[config.mk]
export PLATFORM = sky130hd
export DESIGN_NAME = dds_period_meter
export DESIGN_NICKNAME = d
export VERILOG_FILES = /design/src/rtl/dds_period_meter.sv
export SDC_FILE = /design/constraint.sdc
export NUM_CORES = 1
export LEC_CHECK = 0
export CAP_MARGIN = 20
export CORE_MARGIN = 2
export CORE_UTILIZATION = 52
export CTS_CLUSTER_DIAMETER = 30
export CTS_CLUSTER_SIZE = 10
export DETAILED_ROUTE_END_ITERATION = 7
export PLACE_DENSITY_LB_ADDON = 0.1
export SETUP_SLACK_MARGIN = 0.02
export SYNTH_ARGS = -nofsm -noshare
export SYNTH_HDL_FRONTEND = slang
export SYNTH_SLANG_ARGS = --single-unit
export TNS_END_PERCENT = 5
[constraint.sdc]
create_clock -name CLK -period 2.3 [get_ports CLK]
set_input_delay 0.46 -clock CLK [delete_from_list [all_inputs] [get_ports CLK]]
set_output_delay 0.46 -clock CLK [all_outputs]
set_load 0.1 [all_outputs]
[src/rtl/dds_period_meter.sv]
// dds_period_meter
//   Measures the period of a signed 8-bit DDS waveform. The period is the
//   number of valid samples between successive negative-to-positive
//   crossings. ARM waits for the first crossing after a restart. MEASURE
//   counts valid samples and reports cnt+1 on every following crossing.
//   A counter that reaches 16'hFFFF without a crossing raises a timeout
//   strobe and drops back to ARM.
//
//   Optional feature, enabled by defining PERIOD_AVG_EN:
//     period becomes the floor average of the last four measured periods.
//     period_valid and locked first assert on the 4th measurement after ARM
//     entry, then on every measurement after that (sliding window).
//   The default build (macro undefined) reports each period directly and
//   contains no averaging logic.
module dds_period_meter (
  input  logic              CLK,
  input  logic              RESET,
  input  logic              SET,
  input  logic              sample_valid,
  input  logic signed [7:0] sample_in,
  output logic [15:0]       period,
  output logic              period_valid,
  output logic              timeout,
  output logic              locked
);

  typedef enum logic {
    ARM     = 1'b0,
    MEASURE = 1'b1
  } state_t;

  state_t      state;
  logic [15:0] cnt;
  logic        prev_neg;

  // Only the sign bit matters for crossing detection.
  logic        sample_neg;
  logic        unused_mag;
  assign sample_neg = sample_in[7];
  assign unused_mag = ^sample_in[6:0];

  // Rising crossing: the previous valid sample was negative and this one is not.
  logic        crossing;
  assign crossing = sample_valid & prev_neg & ~sample_neg;

  // Period candidate. The crossing sample itself counts as one more sample.
  logic [15:0] meas;
  assign meas = cnt + 16'd1;

  logic        cnt_max;
  assign cnt_max = &cnt;

`ifdef PERIOD_AVG_EN
  // Window of the last four measurements, newest in slot 0. Empty slots hold
  // zero, so the running sum stays exact while the window fills.
  logic [3:0][15:0] avg_hist;
  logic [17:0]      avg_sum;
  logic [2:0]       avg_fill;
  logic [17:0]      avg_sum_next;

  // Running sum: drop the oldest entry and add the new measurement.
  assign avg_sum_next = avg_sum - {2'b00, avg_hist[3]} + {2'b00, meas};
`endif

  // Measurement state machine with registered strobes and outputs.
  always_ff @(posedge CLK) begin
    if (RESET) begin
      state        <= ARM;
      cnt          <= 16'd0;
      prev_neg     <= 1'b0;
      period       <= 16'd0;
      period_valid <= 1'b0;
      timeout      <= 1'b0;
      locked       <= 1'b0;
`ifdef PERIOD_AVG_EN
      avg_hist     <= '0;
      avg_sum      <= 18'd0;
      avg_fill     <= 3'd0;
`endif
    end else begin
      period_valid <= 1'b0;
      timeout      <= 1'b0;
      if (SET) begin
        // Restart after a DDS step change. The last reported period is kept
        // so downstream logic still sees a value until a new one arrives.
        state    <= ARM;
        cnt      <= 16'd0;
        prev_neg <= 1'b0;
        locked   <= 1'b0;
`ifdef PERIOD_AVG_EN
        avg_hist <= '0;
        avg_sum  <= 18'd0;
        avg_fill <= 3'd0;
`endif
      end else if (sample_valid) begin
        prev_neg <= sample_neg;
        unique case (state)
          ARM: begin
            // The first crossing only defines the starting phase.
            if (crossing) begin
              cnt   <= 16'd0;
              state <= MEASURE;
            end
          end
          MEASURE: begin
            if (crossing) begin
              cnt <= 16'd0;
`ifdef PERIOD_AVG_EN
              avg_hist <= {avg_hist[2:0], meas};
              avg_sum  <= avg_sum_next;
              if (avg_fill != 3'd4)
                avg_fill <= avg_fill + 3'd1;
              // Report only once the window holds four real measurements.
              if (avg_fill >= 3'd3) begin
                period       <= avg_sum_next[17:2];
                period_valid <= 1'b1;
                locked       <= 1'b1;
              end
`else
              period       <= meas;
              period_valid <= 1'b1;
              locked       <= 1'b1;
`endif
            end else if (cnt_max) begin
              // No crossing within the counter range: the input has stalled.
              timeout <= 1'b1;
              cnt     <= 16'd0;
              locked  <= 1'b0;
              state   <= ARM;
`ifdef PERIOD_AVG_EN
              avg_hist <= '0;
              avg_sum  <= 18'd0;
              avg_fill <= 3'd0;
`endif
            end else begin
              cnt <= cnt + 16'd1;
            end
          end
          default: state <= ARM;
        endcase
      end
    end
  end

endmodule

# After elaboration in Yosys (flattened, before gate mapping)
# Index checks and enable logic that the tools add are counted.
# classes
mux	11
addsub	1
eq_ne	1
n_mul	0
bitwise	6
n_lt_le_gt_ge	0
n_shift	0
n_reduce_logical	8
n_div	0
# ops
operator	count
16-bit 2-to-1 mux	3
16-bit case mux with 2 select lines	1
16-bit by 1-bit adder with 16-bit output (second input constant)	1
16-bit AND reduction	1
1-bit 2-to-1 mux	6
5-bit OR reduction	1
1-bit NOT	4
4-bit AND reduction	1
4-bit OR reduction	1
3-bit AND reduction	1
1-bit bitwise AND	2
2-bit inequality test (second input constant)	1
1-bit case mux with 2 select lines	1
2-bit AND reduction	1
2-bit nonzero test	1
2-bit OR reduction	1
# totals
mem_bits_rw	0
out_inout_bits	19
latch_bits	0
wordCells	34
register_bits	37
n_memories	0
romBits	0
input_bits	12

# Logic depth before layout (Yosys ltp)
# Gate-level depths: netlist (run 1).
# logic_depth
word_depth	4
ltp_mapped	7
ltp_nobuf	5

# Worst setup path before layout (run 1)
# No wires, ideal clock.
# synth_timing
kind	reg2reg
from	register cnt[0]
to	register locked
synth_period_minus_slack_ns	1.974
path_buffers	2
path_slack_ns	0.326
t_required_ns	2.173
path_stages_with_launch	8
arrival_ns	1.848
setup_time_ns	0.127
path_cell_list	dfxtp_1 ha_1 nand3_2 or4_1 buf_2 buf_6 o21ai_0 a21oi_1
# synth_via
elab_chain_len	3
# synth_lines
item	line	source
from (decl)	33	logic [15:0] cnt;
from (signal assigned)	136	cnt <= cnt + 16'd1;
16-bit AND reduction	51	assign cnt_max = &cnt;
2-bit nonzero test (no source line)	--	
3-bit AND reduction (no source line)	--	
to (signal assigned)	74	locked <= 1'b0;
to (signal assigned)	89	locked <= 1'b0;
to (signal assigned)	122	locked <= 1'b1;
to (decl)	24	output logic locked
# No other way between the ends.
# A chain may end at the register's enable or synchronous reset.

# Final worst setup path (run 1)
# layout_timing
from	register cnt[1]
to	register cnt[13]
# layout_via
elab_chain_len	4
word_cells_on_any_way	5
cone_classes	add/sub (1); mux (3); reduce/logical (1)
# layout_lines
item	line	source
16-bit by 1-bit adder with 16-bit output / 16-bit AND reduction (equally long branches)	136, 51	
16-bit 2-to-1 mux (*)	124	end else if (cnt_max) begin
16-bit 2-to-1 mux (*)	106	if (crossing) begin
16-bit case mux with 2 select lines (*)	97	unique case (state)
# Every way passes the cells marked *; elsewhere a longest branch is shown, timed or not.

==> out/metrics.cfg, run 1 <==
[grt]
grt_pass1_wl_um=6548
grt_pass1_vias=1415
grt_usage_pct=20.20
antenna_found_initial=0
grt-ovfl-total=0
grt_max_degree=31

[power_and_ir_drop]
pwr_density_cell_nw_per_um2=471.0
sw_frac_of_total_pct=23.22
p_switching_mw=0.2333
p_leak_nw=0.6932
finalPower_mw=1.005
combinationalPowerShare_pct=3.4
pwr-share-clk_pct=32.7
vdd_drop_max_mv=0.2762
seqPwrFrac_pct=63.9
p_int_mw=0.7714

[setup_path]
critPathKind=register to register
arrival_ps=2220
cp.required_ps=2510
worstPathMaxFanout=16
startpoint_type=register
worst_setup_path_end_kind=register
critPathLaunch=cnt[1]
reg2reg_from=cnt[1]

[floorplan]
rows=21
start_util_pct=54.32
dieArea_um2=4003
die_w_um=63.27
ioPinCount=31
core_um2=3363
chipHeight_um=63.27

[yosys]
synth_cells=205
synth_area_um2=1827
synth-adder-area-share_pct=0.6849
async_flop_share_pct=0
yosys.area_share.simple_pct=25.07
yosys-mux-area-fraction_pct=1.644
syn_nets=218
synth-edff-count=0
ys_ff_latch=37
synth_top_family_by_area=simple AND/OR/NAND/NOR gates
synthDistinctLibCells=46
yosys_most_used_dff=dfxtp_1
synth_compound_area_share_pct=18.22
synth-xor-area-share_pct=6.233
syn_avg_cell_area_um2=8.911
yosysWarnings=0
ys_seq_area_share_pct=40.55

[sta]
max_freq_mhz=495.2
grt_setup_unrepaired=no
finalCritPeriodShare_pct=87.80
tightest_slew_ps=521.4
slew_headroom_pct=64.92
setup_tns_ps=0
setup_violations=0
finClkSkew_ps=11.15
slew_violations=0
period_needed_ps=2019
finalHoldViolCount=0

[cts]
postCtsSetupBuffers=0
clock-sinks=37
cts_max_level=2
cts_made_buffers=5
hold_buffers=0
cts_tree=done
cts_buffer_depth=2
clk_pin_slew_ps=120
ctsResizeCount=0
insertion_delay_ps=330
clock-root-buffer=clkbuf_4

[final_layout]
final_cell_mix=dfxtp_1 (37), buf_4 (33), nor2_1 (21), a31oi_1 (18), a211oi_1 (13)
layout_commonest_cell=dfxtp_1
num-nets-final=246
area_delta_synth_final_pct=16.78
n_antenna_cell=0
n_fill_cell=309
drive_gt1_share_pct=23.08

[drt]
drt-total-wl_um=3847
num_vias=1592
first_pass_iters=4
antenna_left=0
wl_per_cell_um=13.74
drc_errors=0
drt-initial-drc-count=107
avgViaCountPerCell=5.686

[placed_design]
globalplace.congestion=0.8127
portBuffers=23
hpwl_um=2935

[hold_path]
hp-class=register to register
worstHoldStart=locked

[run]
drv_cap=0

[outcome]
outcome=completed

## cell type report
type | count | area [um^2] | share of cell area (%)
flip-flops and latches | 37 | 740.7 | 34.72
multi-input cells | 147 | 957.2 | 44.87
well taps | 46 | 57.56 | 2.698
clock buffers | 5 | 37.54 | 1.760
repair buffers | 38 | 307.8 | 14.43
inverters | 4 | 15.01 | 0.7038
clock inverters | 3 | 17.52 | 0.8211
## per-stage QoR
stage | util, % | setup WS, ps | hold slack (ps) | area, um^2 | instances
4_1_cts | 63.43 | 294.4 | 492.4 | 2133 | 280
5_1_grt | 63.43 | 136.7 | 535.0 | 2133 | 280
3_5_place_dp | 61.79 | 95.96 | 476.3 | 2078 | 272
2_1_floorplan | - | 325.9 | 462.4 | 1827 | 205
3_3_place_gp | 61.79 | 120.6 | 463.1 | 2078 | 272
6_report | 63.43 | 280.6 | 491.2 | 2133 | 280
## power by group through the flow
stage | clock network, mW | logic, mW | registers [mW]
3_5_place_dp | 0 | 0.0340 | 0.656
5_1_grt | 0.378 | 0.0373 | 0.642
6_report | 0.329 | 0.0340 | 0.642
4_1_cts | 0.345 | 0.0341 | 0.642
2_1_floorplan | 0 | 0.0176 | 0.656
3_3_place_gp | 0 | 0.0334 | 0.656
## state kept, by name, indices dropped and copies added (netlist names)
signal,count
state,1
period_valid,1
period,16
locked,1
cnt,16
timeout,1
prev_neg,1
## critical path, cell delays in order, from the launching register on
cell,delay (ps)
dfxtp_1,450
ha_1,290
nand3_2,100
or4_1,550
buf_4,210
or4b_2,210
a31oi_1,80
## layer usage
layer	GRT usage, %	vias to the layer above	part of all wire [%]
li1	-	812	-
met5	0	-	0
met1	28.59	724	47
met3	3.929	2	7.0
met2	31.25	54	45
met4	5.978	0	0.60
## cell usage after synthesis (all sizes together) (2+ instances only)
cell type / instances / share of area [%]
dfxtp: 37 / 41
or2: 3 / 1.0
or4: 3 / 1.4
xnor2: 11 / 5.3
nand3: 12 / 4.2
or4b: 3 / 1.6
nor2: 21 / 4.3
buf: 8 / 3.3
nand2: 11 / 2.3
nand2b: 2 / 0.68
o21ai: 7 / 1.9
a21oi: 5 / 1.4
nor4: 4 / 1.4
mux2i: 3 / 1.6
nor3: 6 / 1.6
a211oi: 13 / 5.3
nand3b: 3 / 1.2
clkbuf: 8 / 2.9
xor2: 2 / 0.96
inv: 4 / 0.82
nand4: 6 / 2.9
nor2b: 2 / 0.68
a31oi: 18 / 6.2
## cell families (layout without fill, tap and decap cells)
| family | after synthesis | count (layout) |
|---|---|---|
| and+or+nand+nor | 80 | 80 |
| AOI/OAI and AO/OA | 50 | 50 |
| DFF | 37 | 37 |
| buffers and inverters | 21 | 50 |
| xor gates and xnor gates | 13 | 13 |
| muxes | 3 | 3 |
| adders and majority gates | 1 | 1 |
## worst paths after layout
kind | endpoint | slack (ps) | cells past startpoint
max | cnt[13] | 280 | 6
min reg2reg | locked | 490 | 2
max reg2reg | cnt[13] | 280 | 6
min | locked | 490 | 2
No activity file was read; power rests on OpenSTA's default activity.
==> run 2, diff against run 1 <==
Settings changed: ABC_AREA from default to 1.
==> run 2 against run 1 <==
Compared with the run above:
- flip-flop and latch count stayed put
- largest power group unchanged
- hold slack worse by 14 ps
- total power is 14% higher
- die area is 4.0% lower
- utilization is 0.99 points lower
- clock skew is 3.0 ps lower
- critical path depth is 2 higher
- design area is 3.9% lower
- cell count is 17% higher
- synthesized area is 4.2% lower
==> out/metrics.cfg, run 2 <==
[final_layout]
fin_util_pct=62.44  ; -0.99 points
final_cell_mix=nand2_1 (67), nor2_1 (49), dfxtp_1 (37), buf_4 (23), inv_1 (22)
area_delta_synth_final_pct=17.24
drive_gt1_share_pct=13.83  ; -9.2 points
n_antenna_cell=0  ; unchanged
n_fill_cell=323  ; +4.5%
top_regs=cnt x16, period x16
layout_commonest_cell=nand2_1
num-nets-final=294  ; +20%

[yosys]
synthDistinctLibCells=24  ; -48%
yosys_most_used_dff=dfxtp_1
synth.most_common_cell=nand2_1
yosysWarnings=0  ; unchanged
async_flop_share_pct=0  ; unchanged
synth-edff-count=0  ; unchanged
ys_seq_area_share_pct=42.35  ; +1.8 points
yosys.area.top_type_share_pct=42.35  ; +1.8 points
syn_avg_cell_area_um2=6.887  ; -23%
syn_nets=267  ; +22%
synth_area_um2=1749  ; -4.2%
synthTopCellsByCount=nand2_1 (67), nor2_1 (49), dfxtp_1 (37), inv_1 (22), a21oi_1 (18)
synth_area_leaders=dfxtp_1 (42%), nand2_1 (14%), nor2_1 (11%)
yosys.area.top_type=dfxtp_1
ys_ff_latch=37  ; unchanged
synth_cells=254  ; +24%

[sta]
finalCritPeriodShare_pct=74.04  ; -14 points
grt_setup_unrepaired=no
setup_violations=0  ; unchanged
period_needed_ps=1703  ; -316.5 ps
setup_tns_ps=0  ; unchanged
max_freq_mhz=587.2  ; +19%
finalHoldViolCount=0  ; unchanged
slew_violations=0  ; unchanged
slew_headroom_pct=76.63  ; +12 points
tightest_slew_ps=349.8  ; -171.7 ps
finClkSkew_ps=8.157  ; -2.993 ps

[grt]
grt_max_degree=18  ; -42%
grt-busiest-layer=met1
grt_util_met3_pct=4.348  ; +0.42 points
grt-ovfl-total=0  ; unchanged
grt_pass1_vias=1303  ; -7.9%
use_met2_pct=29.91  ; -1.3 points
antenna_found_initial=0  ; unchanged
grt_pass1_wl_um=5865  ; -10%
grt_use_met1_pct=30.05  ; +1.5 points
grt_usage_pct=20.80  ; +0.61 points

[cts]
hold_buffers=0  ; unchanged
clk_pin_slew_ps=100  ; -20 ps
postCtsSetupBuffers=0  ; unchanged
cts_max_level=2  ; unchanged
ctsResizeCount=0  ; unchanged
cts_buffer_depth=2  ; unchanged
clock-sinks=37  ; unchanged
cts_made_buffers=5  ; unchanged
cts_tree=done
clock-root-buffer=clkbuf_4
insertion_delay_ps=340  ; about the same

[hold_path]
worstHoldPathCells=2  ; unchanged
hp-class=register to register
hold_end=state
worstHoldStart=state

[power_and_ir_drop]
combinationalPowerShare_pct=2.7  ; -0.7 points
p_switching_mw=0.2325  ; -0.34%
p_int_mw=0.9125  ; +18%
p_leak_nw=0.8850  ; +28%
seqPwrFrac_pct=56.1  ; -7.8 points
pwr-share-clk_pct=41.2  ; +8.5 points
finalPower_mw=1.145  ; +14%
sw_frac_of_total_pct=20.31  ; -2.9 points
pwr_density_cell_nw_per_um2=558.4  ; +19%
vdd_drop_max_mv=0.2907  ; +5.3%

[drt]
wl_per_cell_um=10.96  ; -20%
drt-initial-drc-count=114  ; +6.5%
first_pass_iters=4  ; unchanged
drc_errors=0  ; unchanged
antenna_left=0  ; unchanged
num_vias=1634  ; +2.6%
avgViaCountPerCell=4.982  ; -12%
drt-total-wl_um=3594  ; -6.6%

[floorplan]
dieArea_um2=3844  ; -4.0%
die_w_um=62  ; -2.0%
core_um2=3284  ; -2.3%
ioPinCount=31  ; unchanged
chipHeight_um=62  ; -2.0%
start_util_pct=53.26  ; -1.1 points
rows=21  ; unchanged

[setup_path]
critPathKind=register to register
slowest_stage=dfxtp_1
cp.required_ps=2540  ; +30 ps
critical_path.cell_chain=ha_1 -> nand3_1 -> nor2_4 -> nand2_2 -> nor2_4 -> nor2_4 -> nor2_1 -> nor2_1
rr_worst_depth=8  ; +2
r2r_end=cnt[0]
critPathMaxStageDelay_ps=430  ; -120 ps
rrSetupSlack_ps=600  ; +320 ps
startpoint_type=register
reg2reg_from=cnt[0]
worst_path_most_repeated_cell=nor2_4
arrival_ps=1940  ; -280 ps
worstPathMaxFanout=15  ; -1
worst_setup_path_end_kind=register

[placed_design]
globalplace.congestion=0.9128  ; +12%
hpwl_um=2650  ; -9.7%
portBuffers=23  ; unchanged

[run]
drv_cap=0  ; unchanged

[outcome]
outcome=completed

## run 2: worst max-delay path by stage
stage,start,endpoint,slack (ps),depth (start not counted)
after floorplan,cnt[0],cnt[0],750,9
after global placement,sample_valid,cnt[9],270,7
after detailed placement,sample_valid,cnt[11],250,7
after CTS,cnt[0],cnt[0],580,8
after global routing,cnt[0],cnt[0],380,8
final,cnt[0],cnt[0],600,8
## run 2: cell type report
type / count / area (um^2) / area share, %
clock buffer: 7 / 55.05 / 2.685
clock inverter: 1 / 30.03 / 1.464
inverter: 25 / 93.84 / 4.576
multi-input combinational: 185 / 860.8 / 41.98
sequential: 37 / 740.7 / 36.12
tap: 46 / 57.56 / 2.807
timing repair buffer: 27 / 212.7 / 10.37
## run 2: worst max-delay path, delay by kind of cell, from the launching register on
| kind | cells | cell delay [ps] |
|---|---|---|
| adder cells (fa/ha/maj) | 1 | 300 |
| flip-flops | 1 | 430 |
| AND/OR/NAND/NOR | 7 | 860 |
## run 2: metal layers
metal  wire, um  vias up
met3        221        6
met2       1491       41
li1           -      858
met1       1821      729
met5          0        -
met4         60        0
## run 2: kinds of logic (layout without fill, tap and decap cells)
group / count (synthesis) / in the layout / synth area share, %
flops: 37 / 37 / 42.35
xor+xnor: 6 / 6 / 3.005
buf+inv: 32 / 60 / 8.441
simple gates: 140 / 140 / 34.62
compound gates: 38 / 38 / 10.87
fa+ha+maj: 1 / 1 / 0.7152
## run 2: metrics by stage
stage                     worst slack, ps  hold WS (ps)  area (um^2)  instances
after floorplan                     750.7         438.9         1749        254
after global placement              272.6         449.9         1966        320
after detailed placement            250.6         463.9         1966        320
after CTS                           584.3         479.5         2051        328
after global routing                378.6         532.4         2051        328
final                               597.1         477.5         2051        328
## run 2: power by group through the flow
| stage | Sequential [mW] | Clock [mW] | Combinational (mW) |
|---|---|---|---|
| floorplan | 0.657 | 0 | 0.0145 |
| global placement | 0.657 | 0 | 0.0310 |
| detailed placement | 0.657 | 0 | 0.0308 |
| CTS | 0.642 | 0.483 | 0.0310 |
| global route | 0.643 | 0.507 | 0.0344 |
| finish | 0.642 | 0.472 | 0.0307 |
==> run 3, diff against run 2 <==
Clock period 2.3 ns to 1.6 ns, I/O delays scaled along.
==> run 3 against run 2 <==
Compared with the run above:
- global-route usage rose by 1.2 points
- critical endpoint is now period[14]
- critical path depth rose by 1
- clock power rose by 4%
- largest cell class unchanged
- clock-buffer cell count did not move
- die area did not move
- hold slack got worse by 27 ps
==> out/metrics.cfg, run 3 (synthesis results as in run 2) <==
[setup_path]
r2r_end=period[14]
critPathKind=register to register
startpoint_type=register
rr_worst_depth=9  ; +1
rrSetupSlack_ps=110  ; -490 ps
cp.required_ps=1840  ; -700 ps
reg2reg_from=cnt[1]
worstPathMaxFanout=6  ; -9
arrival_ps=1730  ; -210 ps
worst_setup_path_end_kind=register

[drt]
drc_errors=0  ; unchanged
first_pass_iters=5  ; +1
drt-total-wl_um=3821  ; +6.3%
avgViaCountPerCell=4.929  ; -1.0%
num_vias=1676  ; +2.6%
antenna_left=0  ; unchanged
wl_per_cell_um=11.24  ; +2.6%
drt-initial-drc-count=72  ; -37%

[sta]
finalHoldViolCount=0  ; unchanged
holdWs_ps=450.9  ; -26.59 ps
slew_violations=0  ; unchanged
finClkSkew_ps=8.170  ; +0.01355 ps
setup_slack_ps=107.7  ; -489.4 ps
slew_headroom_pct=79.65  ; +3.0 points
period_needed_ps=1492  ; -210.6 ps
grt_setup_unrepaired=yes
tightest_slew_ps=304.3  ; -45.53 ps
max_freq_mhz=670.1  ; +14%
finalCritPeriodShare_pct=93.27  ; +19 points
setup_violations=0  ; unchanged

[cts]
cts_buffer_depth=2  ; unchanged
cts_tree=done
clock-sinks=37  ; unchanged
insertion_delay_ps=340  ; about the same
postCtsSetupBuffers=0  ; unchanged
hold_buffers=0  ; unchanged
cts_max_level=2  ; unchanged
ctsResizeCount=0  ; unchanged
clock-root-buffer=clkbuf_4
cts_made_buffers=5  ; unchanged
clk_pin_slew_ps=100  ; about the same

[hold_path]
hold_end=prev_neg
worstHoldPathCells=4  ; +2
hp-class=input port to register
worstHoldStart=sample_valid

[final_layout]
top_regs=cnt x16, period x16
fin_area_um2=2384  ; +16%
layout_commonest_cell=nand2_1
final_cell_mix=nand2_1 (67), nor2_1 (49), dfxtp_1 (35), inv_1 (22), buf_12 (20)
area_delta_synth_final_pct=36.27
final-instance-count-excl-fill=340  ; +3.7%
drive_gt1_share_pct=18.03  ; +4.2 points
n_antenna_cell=0  ; unchanged
num-nets-final=307  ; +4.4%
n_fill_cell=258  ; -20%

[grt]
grt_pass1_wl_um=6127  ; +4.5%
grt_pass1_vias=1432  ; +9.9%
grt-ovfl-total=0  ; unchanged
grt_usage_pct=22.00  ; +1.2 points
antenna_found_initial=0  ; unchanged
grt_max_degree=18  ; unchanged

[outcome]
outcome=completed

[placed_design]
globalplace.congestion=0.8950  ; -2.0%
dp_cells=333  ; +4.1%
dp_slack_ps=-218.3  ; -468.9 ps
place_area_um2=2313  ; +18%
portBuffers=23  ; unchanged
hpwl_um=2936  ; +11%

[run]
drv_cap=0  ; unchanged

[power_and_ir_drop]
pwr_density_cell_nw_per_um2=614.2  ; +10%
finalPower_mw=1.464  ; +28%
p_leak_nw=1.001  ; +13%
vdd_drop_max_mv=0.4831  ; +66%

[floorplan]
core_um2=3284  ; unchanged
ioPinCount=31  ; unchanged
dieArea_um2=3844  ; unchanged
chipHeight_um=62  ; unchanged
rows=21  ; unchanged
start_util_pct=53.26  ; unchanged
die_w_um=62  ; unchanged

## run 3: cell types whose count changed in the layout (fill, tap and decap cells not counted), sizes merged
cell	delta
buf	+13
bufinv	-1
dlymetal6s2s	+1
clkdlybuf4s50	-1
## run 3: stage by stage
step	TNS [ps]	utilization [%]
6_report	0	72.57
3_3_place_gp	-3874	70.44
3_5_place_dp	-5453	70.44
2_1_floorplan	0	-
4_1_cts	0	72.11
5_1_grt	0	72.57
## run 3: final cells by class
class | count | area, um^2 | share of cell area, %
Multi-Input combinational cell | 185 | 860.8 | 36.12
Sequential cell | 37 | 743.2 | 31.18
Timing Repair Buffer | 40 | 570.5 | 23.94
Inverter | 25 | 96.34 | 4.042
Tap cell | 46 | 57.56 | 2.415
Clock buffer | 7 | 55.05 | 2.310
## run 3: worst max-delay path: stages, from the launching register on
cell and delay, ps:
dfxtp_2 370, ha_1 180, nand3_1 130, nor2_4 120
buf_4 150, nand3_1 80, nand2_1 80, nand2_1 90
o21ai_1 140, inv_1 50
## run 3: worst max path at each step
stage                            start         end  slack [ps]  cells after the start
after floorplan                 cnt[0]      cnt[0]          50                      9
after global placement    sample_valid  period[11]        -150                      8
after detailed placement  sample_valid  period[15]        -220                      8
after CTS                       cnt[1]  period[14]          90                      9
after global routing            cnt[4]  period[11]         0.6                      9
final                           cnt[1]  period[14]         110                      9
## run 3: per-layer routing
layer  track usage, %  share of wire, %
met1            28.79                48
met2            34.38                46
met3            5.797               3.7
met4            9.119               1.9
met5                0                 0
## run 3: power breakdown
part / internal, mW / leakage (nW) / switching (mW)
logic: 0.0223 / 0.671 / 0.0295
clock network: 0.207 / 0.0314 / 0.282
registers: 0.922 / 0.299 / 0.00114
total: 1.15 / 1.00 / 0.313
==> RTL change (settings of run 1) <==
The option `PERIOD_AVG_EN` is turned on by a define.
--- a/src/rtl/dds_period_meter.sv
+++ b/src/rtl/dds_period_meter.sv
@@ -12,6 +12,8 @@
 //     entry, then on every measurement after that (sliding window).
 //   The default build (macro undefined) reports each period directly and
 //   contains no averaging logic.
+`define PERIOD_AVG_EN
+
 module dds_period_meter (
   input  logic              CLK,
   input  logic              RESET,
Check against the original RTL: same outputs for any inputs over 4 cycles, from zero or initial values and one cycle with RESET high; that may be too few to reach the edited logic, so the function may still have changed.
==> RTL change against run 1 <==
The run now ends with negative setup slack left. Sequential power grew to 3.3 times the old value. Design area grew to 3.7 times the old value. Synthesized area rose to 3.2 times the old value. Sequential cell count is 85 higher. Clock power rose to 7.8 times the old value. Worst setup slack lost 1.2 ns. Count of clock-buffer cells in the layout is 16 higher. Power increased to 4.7 times the old value. Routed wire length grew to 3.7 times the old value. Critical path type unchanged. Critical endpoint is now period[15].
==> RTL change: results (changes against run 1) <==
Place
The minimum setup slack after placement was -1.174 ns (was 0.09596 ns). The routability congestion estimate from global placement is 0.9222 (was 0.8127). The number of cells after detailed placement is 880 (was 272).

STA
The worst clock skew is 0.008590 ns (was 0.01115 ns). The final setup slack of the worst path came to -0.9628 ns (was 0.2806 ns). The total setup violations reported at the end of the flow came to 30 (was 0).

Outcome
Outcome: complete, but fails checks (was finished, final reports clean). The final reports fail on negative setup slack.

Global routing
The global routing met3 resource utilization was 5.157% (was 3.929%). The global router's overall resource usage was 25.43% (was 20.20%). The pin count of the biggest net entering global routing was 54 (was 31). The met2 track demand over resource came to 41.67% (was 31.25%). The wire length of the first global-routing pass came to 23.46 mm (was 6.548 mm).

Synthesis
The number of distinct standard cells referenced by the synthesized netlist is 54 (was 46). The share of synthesized area occupied by flip-flops and latches is 41.85% (was 40.55%). The average instance area after synthesis came to 8.923 um^2 (was 8.911 um^2).

Commonest cells in the synthesized netlist: dfxtp_1 (122), nor2_1 (115), a22oi_1 (85) (was dfxtp_1 (37), nor2_1 (21), a31oi_1 (18)).

Clocking
The clock-pin slew reported for the worst setup and hold paths after clock tree synthesis is 0.06 ns (was 0.12 ns). The number of buffers added by the clock tree synthesis step came to 17 (was 5). The insertion delay to the later sink of the worst-skew pair is 0.53 ns (was 0.33 ns). The root buffer selected by CTS is clkbuf_8 (was clkbuf_4).

Setup path
The family with the most delay on the worst path is adder cells (was simple AND/OR/NAND/NOR gates). The data arrival time of the critical path is 3.68 ns (was 2.22 ns).

Drt
The via density per instance is 5.599 (was 5.686). The initial detailed-routing violation count was 386 (was 107). The routed length per placed instance is 15.68 um (was 13.74 um).

Power
The worst supply voltage drop on vdd is 0.4981 mV (was 0.2762 mV). The net switching power is 1.006 mW (was 0.2333 mW).

Finish
Top Registers: avg_hist (64), avg_sum (18) (was cnt (16), period (16)).
==> RTL change: cells by family after synthesis <==
group,count (synthesis),share of synthesized area (%)
DFF,122,41.85
AOI/OAI and AO/OA,168,19.96
xor gates and xnor gates,27,4.052
buffers and inverters,63,5.146
adders and majority gates,38,10.21
and+or+nand+nor,231,17.92
muxes,5,0.8577
==> RTL change: path summary, 6_finish.rpt <==
check | slack, ns | start | cells past startpoint | to
worst max-delay path | -0.96 | cnt[1] | 13 | period[15]
worst min-delay path | 0.46 | period[10] | 2 | period[10]
worst max register to register | -0.96 | cnt[1] | 13 | period[15]
worst min register to register | 0.46 | period[10] | 2 | period[10]
==> RTL change: power by group through the flow <==
| stage | Clock [mW] | Combinational [mW] | Sequential, mW |
|---|---|---|---|
| 4_1_cts | 2.63 | 0.0695 | 2.11 |
| 3_5_place_dp | 0 | 0.0692 | 2.16 |
| 5_1_grt | 2.70 | 0.0764 | 2.11 |
| 3_3_place_gp | 0 | 0.0684 | 2.16 |
| 6_report | 2.58 | 0.0701 | 2.11 |
| 2_1_floorplan | 0 | 0.0394 | 2.16 |
==> RTL change: per-layer routing <==
metal	up-vias	part of all wire (%)
li1	2536	-
met1	2443	45
met2	118	48
met3	32	3.7
met4	0	2.5
met5	-	0
==> RTL change: final cells by class <==
| type | instances | area (um^2) | share of cell area, % |
|---|---|---|---|
| Tap cell | 140 | 175.2 | 2.234 |
| Clock buffer | 21 | 459.2 | 5.857 |
| Clock inverter | 11 | 120.1 | 1.532 |
| Multi-Input combinational cell | 469 | 3511 | 44.78 |
| Inverter | 26 | 97.59 | 1.245 |
| Timing Repair Buffer | 127 | 1025 | 13.07 |
| Sequential cell | 122 | 2452 | 31.28 |
==> RTL change: repair_timing <==
action,4_1_cts,5_1_grt
endpoints found under the hold margin,0,0
pin swaps,35,25
setup buffers,3,1
resized for setup,52,19
endpoints found under the setup margin,32,90
==> RTL change: worst register-to-register path, cell delays in order, from the launching register on <==
cell	delay, ns
dfxtp_4	0.36
ha_4	0.18
nand2_4	0.07
nor4_4	0.35
nand3_2	0.13
xnor2_2	0.22
fa_1	0.50
ha_4	0.32
nand4_1	0.11
o22ai_1	0.19
nor4_1	0.07
o32a_1	0.20
o2111a_1	0.14
a311o_1	0.31
